==> src/rtl/fifo_wr_arbiter_pkg.sv <==
// Shared types and default constants for the FIFO write arbiter slice.
package fifo_arb_pkg;

   localparam int DEF_N_REQ     = 4;
   localparam int DEF_WIDTH     = 8;
   localparam int DEF_MAX_BURST = 4;

   // Arbiter FSM: IDLE spends one cycle choosing, GRANT streams one burst.
   typedef enum logic [0:0] {
      ST_IDLE  = 1'b0,
      ST_GRANT = 1'b1
   } arb_state_e;

   // Requester index following cur, wrapping n-1 back to 0.
   function automatic int wrap_inc(input int cur, input int n);
      return (cur + 1 >= n) ? 0 : cur + 1;
   endfunction

endpackage

==> src/rtl/fifo_wr_arbiter_if.sv <==
// Requester-side and FIFO-side handshake bundle of the write arbiter.
interface fifo_wr_arbiter_if
   import fifo_arb_pkg::*;
#(
   parameter int N_REQ = DEF_N_REQ,
   parameter int WIDTH = DEF_WIDTH
);

   localparam int ID_W = $clog2(N_REQ);

   logic [N_REQ-1:0]            req_valid;
   logic [N_REQ-1:0][WIDTH-1:0] req_data;
   logic [N_REQ-1:0]            req_ready;
   logic                        fifo_full;
   logic                        fifo_push;
   logic [WIDTH-1:0]            fifo_wdata;
   logic [ID_W-1:0]             grant_id;
   logic                        busy;

   // Arbiter side.
   modport master (
      input  req_valid, req_data, fifo_full,
      output req_ready, fifo_push, fifo_wdata, grant_id, busy
   );

   // Requesters plus downstream FIFO side.
   modport slave (
      output req_valid, req_data, fifo_full,
      input  req_ready, fifo_push, fifo_wdata, grant_id, busy
   );

endinterface

==> src/rtl/fifo_wr_arbiter_rr_pick.sv <==
// Combinational round-robin picker: first valid requester at or after rr_ptr.
module rr_pick
   import fifo_arb_pkg::*;
#(
   parameter int N_REQ = DEF_N_REQ,
   parameter int ID_W  = $clog2(N_REQ)
) (
   input  logic [N_REQ-1:0] valid,
   input  logic [ID_W-1:0]  rr_ptr,
   output logic [ID_W-1:0]  index,
   output logic             any_valid
);

   localparam int SUM_W = ID_W + 1;

   logic [2*N_REQ-1:0] dbl_s;
   logic [N_REQ-1:0]   rot_s;
   logic [ID_W-1:0]    off_s;
   logic [SUM_W-1:0]   sum_s;

   // Rotate so rr_ptr sits at bit 0, take the lowest set bit, rotate the index back.
   always_comb begin
      dbl_s = {valid, valid};
      rot_s = N_REQ'(dbl_s >> rr_ptr);
      off_s = '0;
      for (int k = N_REQ - 1; k >= 0; k--) begin
         if (rot_s[k]) begin
            off_s = ID_W'(k);
         end else begin
            off_s = off_s;
         end
      end
      sum_s = {1'b0, rr_ptr} + {1'b0, off_s};
      if (sum_s >= SUM_W'(N_REQ)) begin
         sum_s = sum_s - SUM_W'(N_REQ);
      end else begin
         sum_s = sum_s;
      end
      index     = sum_s[ID_W-1:0];
      any_valid = |valid;
   end

endmodule

==> src/rtl/fifo_wr_arbiter.sv <==
// Round-robin write arbiter: N requesters share one downstream FIFO in bursts.
module fifo_wr_arbiter
   import fifo_arb_pkg::*;
#(
   parameter int N_REQ     = DEF_N_REQ,
   parameter int WIDTH     = DEF_WIDTH,
   parameter int MAX_BURST = DEF_MAX_BURST
) (
   input  logic              clk,
   input  logic              rst_n,
   fifo_wr_arbiter_if.master bus
);

   localparam int ID_W   = $clog2(N_REQ);
   localparam int BEAT_W = $clog2(MAX_BURST + 1);
   localparam logic [BEAT_W-1:0] LAST_BEAT = BEAT_W'(MAX_BURST);

   arb_state_e        state_r;
   logic [ID_W-1:0]   rr_ptr_r;
   logic [ID_W-1:0]   grant_id_r;
   logic [BEAT_W-1:0] beat_cnt_r;
   logic              busy_r;

   logic [ID_W-1:0]   pick_idx_s;
   logic              pick_any_s;
   logic              grant_valid_s;
   logic              xfer_s;
   logic [BEAT_W-1:0] beat_nxt_s;
   logic [ID_W-1:0]   ptr_nxt_s;
   logic [N_REQ-1:0]  ready_s;
   logic [WIDTH-1:0]  wdata_s;

   rr_pick #(
      .N_REQ (N_REQ),
      .ID_W  (ID_W)
   ) u_rr_pick (
      .valid     (bus.req_valid),
      .rr_ptr    (rr_ptr_r),
      .index     (pick_idx_s),
      .any_valid (pick_any_s)
   );

   // Data path and handshake: only the grant owner may push, and only when the FIFO has room.
   always_comb begin
      grant_valid_s = bus.req_valid[grant_id_r];
      xfer_s        = 1'b0;
      ready_s       = '0;
      wdata_s       = '0;
      if (state_r == ST_GRANT) begin
         xfer_s              = grant_valid_s & ~bus.fifo_full;
         ready_s[grant_id_r] = xfer_s;
         wdata_s             = bus.req_data[grant_id_r];
      end else begin
         xfer_s  = 1'b0;
         ready_s = '0;
         wdata_s = '0;
      end
      beat_nxt_s = beat_cnt_r + BEAT_W'(1);
      ptr_nxt_s  = ID_W'(wrap_inc(int'(grant_id_r), N_REQ));
   end

   assign bus.req_ready  = ready_s;
   assign bus.fifo_push  = xfer_s;
   assign bus.fifo_wdata = wdata_s;
   assign bus.grant_id   = grant_id_r;
   assign bus.busy       = busy_r;

   // Arbitration FSM: choose in IDLE, stream up to MAX_BURST beats in GRANT, then advance rr_ptr.
   always_ff @(posedge clk or negedge rst_n) begin
      if (!rst_n) begin
         state_r    <= ST_IDLE;
         rr_ptr_r   <= '0;
         grant_id_r <= '0;
         beat_cnt_r <= '0;
         busy_r     <= 1'b0;
      end else begin
         case (state_r)
            ST_IDLE: begin
               if (pick_any_s) begin
                  state_r    <= ST_GRANT;
                  grant_id_r <= pick_idx_s;
                  beat_cnt_r <= '0;
                  busy_r     <= 1'b1;
               end else begin
                  grant_id_r <= '0;
                  busy_r     <= 1'b0;
               end
            end
            ST_GRANT: begin
               if (!grant_valid_s || (xfer_s && (beat_nxt_s == LAST_BEAT))) begin
                  // Burst finished or owner went quiet: hand the pointer to the next requester.
                  state_r    <= ST_IDLE;
                  rr_ptr_r   <= ptr_nxt_s;
                  grant_id_r <= '0;
                  busy_r     <= 1'b0;
                  if (xfer_s) begin
                     beat_cnt_r <= beat_nxt_s;
                  end else begin
                     beat_cnt_r <= beat_cnt_r;
                  end
               end else if (xfer_s) begin
                  beat_cnt_r <= beat_nxt_s;
               end else begin
                  beat_cnt_r <= beat_cnt_r;
               end
            end
            default: begin
               state_r    <= ST_IDLE;
               rr_ptr_r   <= '0;
               grant_id_r <= '0;
               beat_cnt_r <= '0;
               busy_r     <= 1'b0;
            end
         endcase
      end
   end

endmodule

==> src/flat_wrapper.sv <==
// flat-port wrapper written by rule: the top's interface ports become plain ports
module fifo_wr_arbiter_flat import fifo_arb_pkg::*;
#(
   parameter int N_REQ     = DEF_N_REQ,
   parameter int WIDTH     = DEF_WIDTH,
   parameter int MAX_BURST = DEF_MAX_BURST
)
  (clk, rst_n, bus_req_valid, bus_req_data, bus_fifo_full, bus_req_ready, bus_fifo_push, bus_fifo_wdata, bus_grant_id, bus_busy);
  fifo_wr_arbiter_if #(.N_REQ(N_REQ), .WIDTH(WIDTH)) bus_i ();
  input  logic clk;
  input  logic rst_n;
  input wire logic [$bits(bus_i.req_valid)-1:0] bus_req_valid;
  input wire logic [$bits(bus_i.req_data)-1:0] bus_req_data;
  input wire logic [$bits(bus_i.fifo_full)-1:0] bus_fifo_full;
  output wire logic [$bits(bus_i.req_ready)-1:0] bus_req_ready;
  output wire logic [$bits(bus_i.fifo_push)-1:0] bus_fifo_push;
  output wire logic [$bits(bus_i.fifo_wdata)-1:0] bus_fifo_wdata;
  output wire logic [$bits(bus_i.grant_id)-1:0] bus_grant_id;
  output wire logic [$bits(bus_i.busy)-1:0] bus_busy;
  assign bus_i.req_valid = bus_req_valid;
  assign bus_i.req_data = bus_req_data;
  assign bus_i.fifo_full = bus_fifo_full;
  assign bus_req_ready = bus_i.req_ready;
  assign bus_fifo_push = bus_i.fifo_push;
  assign bus_fifo_wdata = bus_i.fifo_wdata;
  assign bus_grant_id = bus_i.grant_id;
  assign bus_busy = bus_i.busy;
  fifo_wr_arbiter #(.N_REQ(N_REQ), .WIDTH(WIDTH), .MAX_BURST(MAX_BURST)) u_core (.clk(clk), .rst_n(rst_n), .bus(bus_i));
endmodule
==> config.mk <==
export PLATFORM = sky130hd
export DESIGN_NAME = fifo_wr_arbiter_flat
export DESIGN_NICKNAME = d
export VERILOG_FILES = /design/src/rtl/fifo_wr_arbiter_pkg.sv /design/src/rtl/fifo_wr_arbiter_if.sv /design/src/rtl/fifo_wr_arbiter_rr_pick.sv /design/src/rtl/fifo_wr_arbiter.sv /design/src/flat_wrapper.sv
export SDC_FILE = /design/constraint.sdc
export NUM_CORES = 1
export LEC_CHECK = 0
export ABC_CLOCK_PERIOD_IN_PS = 2300
export CAP_MARGIN = 20
export CORE_MARGIN = 2
export CORE_UTILIZATION = 38
export CTS_CLUSTER_DIAMETER = 60
export DETAILED_ROUTE_END_ITERATION = 10
export MAX_ROUTING_LAYER = met4
export PLACE_DENSITY = 0.8
export RECOVER_POWER = 100
export SLEW_MARGIN = 30
export SYNTH_ARGS = -nofsm -noshare
export SYNTH_HDL_FRONTEND = slang
export SYNTH_SLANG_ARGS = --single-unit
==> constraint.sdc <==
create_clock -name clk -period 2.3 [get_ports clk]
set_clock_uncertainty 0.05 [all_clocks]
set_input_delay 0.575 -clock clk [delete_from_list [all_inputs] [get_ports clk]]
set_output_delay 0.575 -clock clk [all_outputs]
set_load 0.01 [all_outputs]
# After elaboration in Yosys (flattened, before gate mapping)
# Index checks and enable logic that the tools add are counted.
# word_totals
ff_bits	9
in_bits	39
output_inout_bits	16
elab_cells	55
# op_classes
add_sub_neg	4
order_cmp	4
n_eq_ne	4
shift	1
mux	26
n_bitwise	4
n_reduce_logical	7
# ops
op	count
binary-select mux 8 bit (select 2 bit)	1
2-to-1 mux 2 bit	8
2-to-1 mux 8 bit	2
>> shifter 8 x 2 -> 4 bit	1
greater-or-equal comparator 3 bit (second input constant)	2
2-to-1 mux 1 bit	6
2-to-1 mux 3 bit	2
one-hot mux 3 bit (2 select lines)	1
bitwise AND 4 bit	1
2-to-1 mux 4 bit	1
!= test 2 bit (second input constant)	2
one-hot mux 1 bit (2 select lines)	2
one-hot mux 2 bit (2 select lines)	1
AND reduction 2 bit	2
OR reduction 4 bit	1
adder 2 x 1 -> 3 bit (second input constant)	1
adder 2 x 2 -> 3 bit	1
adder 3 x 1 -> 3 bit (second input constant)	1
== test 3 bit (second input constant)	1
< comparator 2 x 3 -> 1 bit (second input constant)	1
binary-select mux 1 bit (select 2 bit)	1
demux 1 bit (select 2 bit)	1
greater-or-equal comparator 2 x 1 -> 1 bit (second input constant)	1
logical AND 1 bit	2
6 further kinds	7

# Longest topological paths before layout
# logic_depth
word_depth	10
ltp_mapped	9
ltp_nobuf	9

# By module
# Synthesis repeated with hierarchy kept, for this count alone.
# hier_totals
cells_unflattened	103
area_unflattened_um2	987.2
# by_module_without_submodules
mod	instances	cells_per_inst	area_per_inst_um2	seq_area_each_um2
fifo_wr_arbiter	1	76	808.3	225.2
rr_pick	1	27	178.9	0.0

# Worst setup path before layout
# Ideal clock, no wire load.
# synth_timing
path_kind	input port to output port
startpoint	in bus_req_valid[3]
endpoint	out bus_req_ready[0]
t_arrival_ns	1.540
setup_slack_ns	0.135
path_stages	6
path_cell_list	mux4_2 nand2_1 or2_1 buf_6 inv_6 and2_4
# synth_via
elab_chain_cells	5
# synth_rtl
element	line	text
start: declaration	flat_wrapper.sv:12	input wire logic [$bits(bus_i.req_valid)-1:0] bus_req_valid;
binary-select mux 1 bit (select 2 bit)	fifo_wr_arbiter.sv:45	grant_valid_s = bus.req_valid[grant_id_r];
2-to-1 mux 1 bit (not written as such)	fifo_wr_arbiter.sv:45	
bitwise AND 1 bit	fifo_wr_arbiter.sv:50	xfer_s = grant_valid_s & ~bus.fifo_full;
bitwise AND 4 bit (no source line)	-	
2-to-1 mux 4 bit	fifo_wr_arbiter.sv:49	if (state_r == ST_GRANT) begin
end: declaration	flat_wrapper.sv:15	output wire logic [$bits(bus_i.req_ready)-1:0] bus_req_ready;
# Every way passes these cells. The select of a mux whose other input is x is not followed.

# Worst setup path after layout
# layout_timing
startpoint	reg u_core.grant_id_r[1], in the netlist u_core.bus.grant_id[1]
endpoint	out bus_req_ready[3]
# layout_via
elab_chain_cells	6
elab_cells_between_ends	10
# layout_rtl
element	line	text
start: declaration	fifo_wr_arbiter.sv:20	logic [ID_W-1:0] grant_id_r;
start signal: assignment	fifo_wr_arbiter.sv:81	grant_id_r <= pick_idx_s;
< comparator 2 x 3 -> 1 bit (not written as such) / greater-or-equal comparator 2 x 1 -> 1 bit (equally long branches)	fifo_wr_arbiter.sv:51	ready_s[grant_id_r] = xfer_s;
logical AND 1 bit (not written as such)	fifo_wr_arbiter.sv:51	
2-to-1 mux 1 bit (not written as such)	fifo_wr_arbiter.sv:51	
demux 1 bit (select 2 bit)	-	
bitwise AND 4 bit (no source line) *	-	
2-to-1 mux 4 bit *	fifo_wr_arbiter.sv:49	
# Every way passes the cells marked *; elsewhere a longest branch is shown, timed or not. The select of a mux whose other input is x is not followed.

==> metrics <==
Layout Cells excl Fill=193; routed vias/inst=5.238; Post-synth top cells=dfrtp_1, mux4_2, and2_1, nand2_1, ha_1; worst slew pin tran=0.4527 ns; TritonCTS clock tree=yes; post-route cell area=0.001554 sq mm; Die X=54.03 um; max_slew headroom=69.74%; die area=0.002919 sq mm; unrepaired setup endpoints after global routing=true; met2 wire len=1.543 mm; wl on met1=949 um; failing checks=negative setup slack; Initial Util=39.09%; Clk Tree Root Cell=clkbuf_4; Final Hold Fails=0; first-pass GRT wire length=4.257 mm; Tightest Hold Check Type=reg2reg; DP Worst Slack=-0.7984 ns; TritonCTS Buffers=3; Lkg Pwr=0.7475 nW; PortBufs=54; gpl congestion=0.6956; Ant. Diodes=0; sequential area share after synthesis=23.68%; Worst Path Required=1.67 ns; status=finished with violations; power density over the cells=909.4 mW/mm^2; Synth warnings=0; final worst slack=-0.01746 ns; Setup crit start kind=flip-flop; Worst EP arrival=1.69 ns; Post-Syn Area=950.9 sq um; first-iteration detailed-routing DRC count=14; crit path capture type=output port; worst vdd ir=0.5539 mV; clock sinks=9; cell count after synthesis=94; # rows=18; drt drc=0; Tmin final=2.317 ns; initial antenna violation count=0; HPWL Detailed=2.393 mm; Final Max Slew Viols=0; Avg Cell Area, Syn=10.12 sq um; share of cells above drive strength 1=33.13%; ys async rst share=100.0%; area grow syn2layout=63.42%; setup TNS=-0.02011 ns; H-tree Lvls=1; crit share post-route=100.8%; Total GRT Usage=21.22%; GRT overflow=0; DRT antenna net count=0; routed wire length=2.934 mm; Die Y=54.03 um; vias in the first global route=1,064; metal3 WL=406 um; Max Root-Sink Buffers=2; Top-Level Pins=55; syn_nets=140; final setup violation count=3; dominant cell type by area after synthesis=dfrtp_1; RR Startpoint=u_core.bus.grant_id[1]; Max FO, Critical Path=6; largest net degree at the start of global routing=14; top cell type's share of synthesized area=23.68%; Max Used Layer=met4; vias=1,011; clk slew on worst S/H paths=0.07 ns; Post-synth EDFFs=0; main area contributors after synthesis=dfrtp_1, mux4_2, ha_1; highest clock rate=431.5 MHz; WL per Instance=15.20 um; launch point of the worst path=u_core.bus.grant_id[1]; placed cell count=185; core area=0.002432 sq mm; Net count, final=210; FF+latch count, synth=9; placed cell area=0.001593 sq mm; critical path class=reg2out; Top FF cell, synth=dfrtp_1; max-cap viol count=0; Skew-Pair Late Insertion Delay=0.26 ns; drt pass-1 iters=4; filler cell count=228; Cell variety after synth=33; hold path start=u_core.bus.busy
per-layer routing:
layer | vias to the layer above | GRT usage, %
met5 | - | -
li1 | 481 | -
met1 | 476 | 17.73
met3 | 6 | 7.222
met4 | 0 | 10.83
met2 | 48 | 40.65
metrics by stage:
step | hold WS [ns] | total power [mW] | util, %
detailed placement | 0.4377 | 1.350 | 65.48
finish | 0.4470 | 1.413 | 63.89
global route | 0.4766 | 1.528 | 63.89
CTS | 0.4523 | 1.425 | 63.53
floorplan | 0.2294 | 0.9105 | -
global placement | 0.4198 | 1.317 | 65.48
cell usage in the layout, fill, tap and decap left out, types with 2 or more instances in the layout:
master / instances
nor2_1: 5
inv_1: 4
xnor2_1: 2
mux2_1: 2
mux4_2: 9
and2_1: 5
nand2_1: 8
clkdlybuf4s50_1: 2
buf_4: 16
buf_2: 11
dlygate4sd2_1: 32
a22o_1: 2
clkbuf_4: 3
ha_1: 7
nand2b_1: 3
and2_4: 5
and2_0: 2
dfrtp_1: 8
clkbuf_1: 2
nand3_1: 4
dlygate4sd3_1: 3
o21ai_0: 5
buf_6: 5
power by group:
group          leakage [nW]  total [mW]  switching, mW  internal [mW]
sequential            0.111       0.309         0.0809          0.228
clock                0.0150       0.122         0.0555         0.0668
combinational         0.621       0.982          0.425          0.557
total                 0.747        1.41          0.561          0.852
logic make-up (layout without fill, tap and decap cells):
logic type | Yosys count | after routing | synth area share [%]
multiplexers | 12 | 12 | 24.74
buffers and inverters | 11 | 80 | 6.052
XOR/XNOR | 2 | 2 | 1.842
AND/OR/NAND/NOR | 38 | 38 | 22.63
AO/OA/AOI/OAI | 15 | 15 | 11.84
adder cells (fa/ha/maj) | 7 | 7 | 9.210
flip-flops | 9 | 9 | 23.68
what timing repair did:
action	CTS	global route
gates resized for setup	107	3
endpoints found under the setup margin	13	11
hold endpoints to repair	0	0
hold buffers	0	0
buffers inserted	2	2
pin swaps	13	0
final timing paths:
kind,cells after the start,slack [ns],endpoint
max,6,-0.02,bus_req_ready[3]
min,2,0.45,u_core.bus.busy
max reg2reg,4,0.41,u_core.rr_ptr_r[1]
min reg2reg,2,0.45,u_core.bus.busy
max in group asynchronous,1,1.26,u_core.bus.grant_id[0]
min in group asynchronous,1,0.63,u_core.rr_ptr_r[0]
worst max-delay path, stage by stage (launching register included):
cell and delay [ns]:
dfrtp_1 0.38, mux4_2 0.54, nand2_1 0.08, or2_4 0.14
inv_6 0.04, and2_4 0.14, buf_6 0.11
sequential cells by signal (all words and copies together), names as in the netlist:
register	count
u_core.beat_cnt_r	3
u_core.bus.busy	1
u_core.bus.grant_id	2
u_core.rr_ptr_r	2
u_core.state_r	1
area by class of cell:
cell class                      instances  area, sq um  area share [%]
Multi-Input combinational cell         74        669.4           43.08
Timing Repair Buffer                   71        570.5           36.71
Sequential cell                         9        226.5           14.57
Tap cell                               30        37.54           2.415
Clock buffer                            4        26.28           1.691
Inverter                                5        23.77           1.530
(Power assumes the default switching activity.)
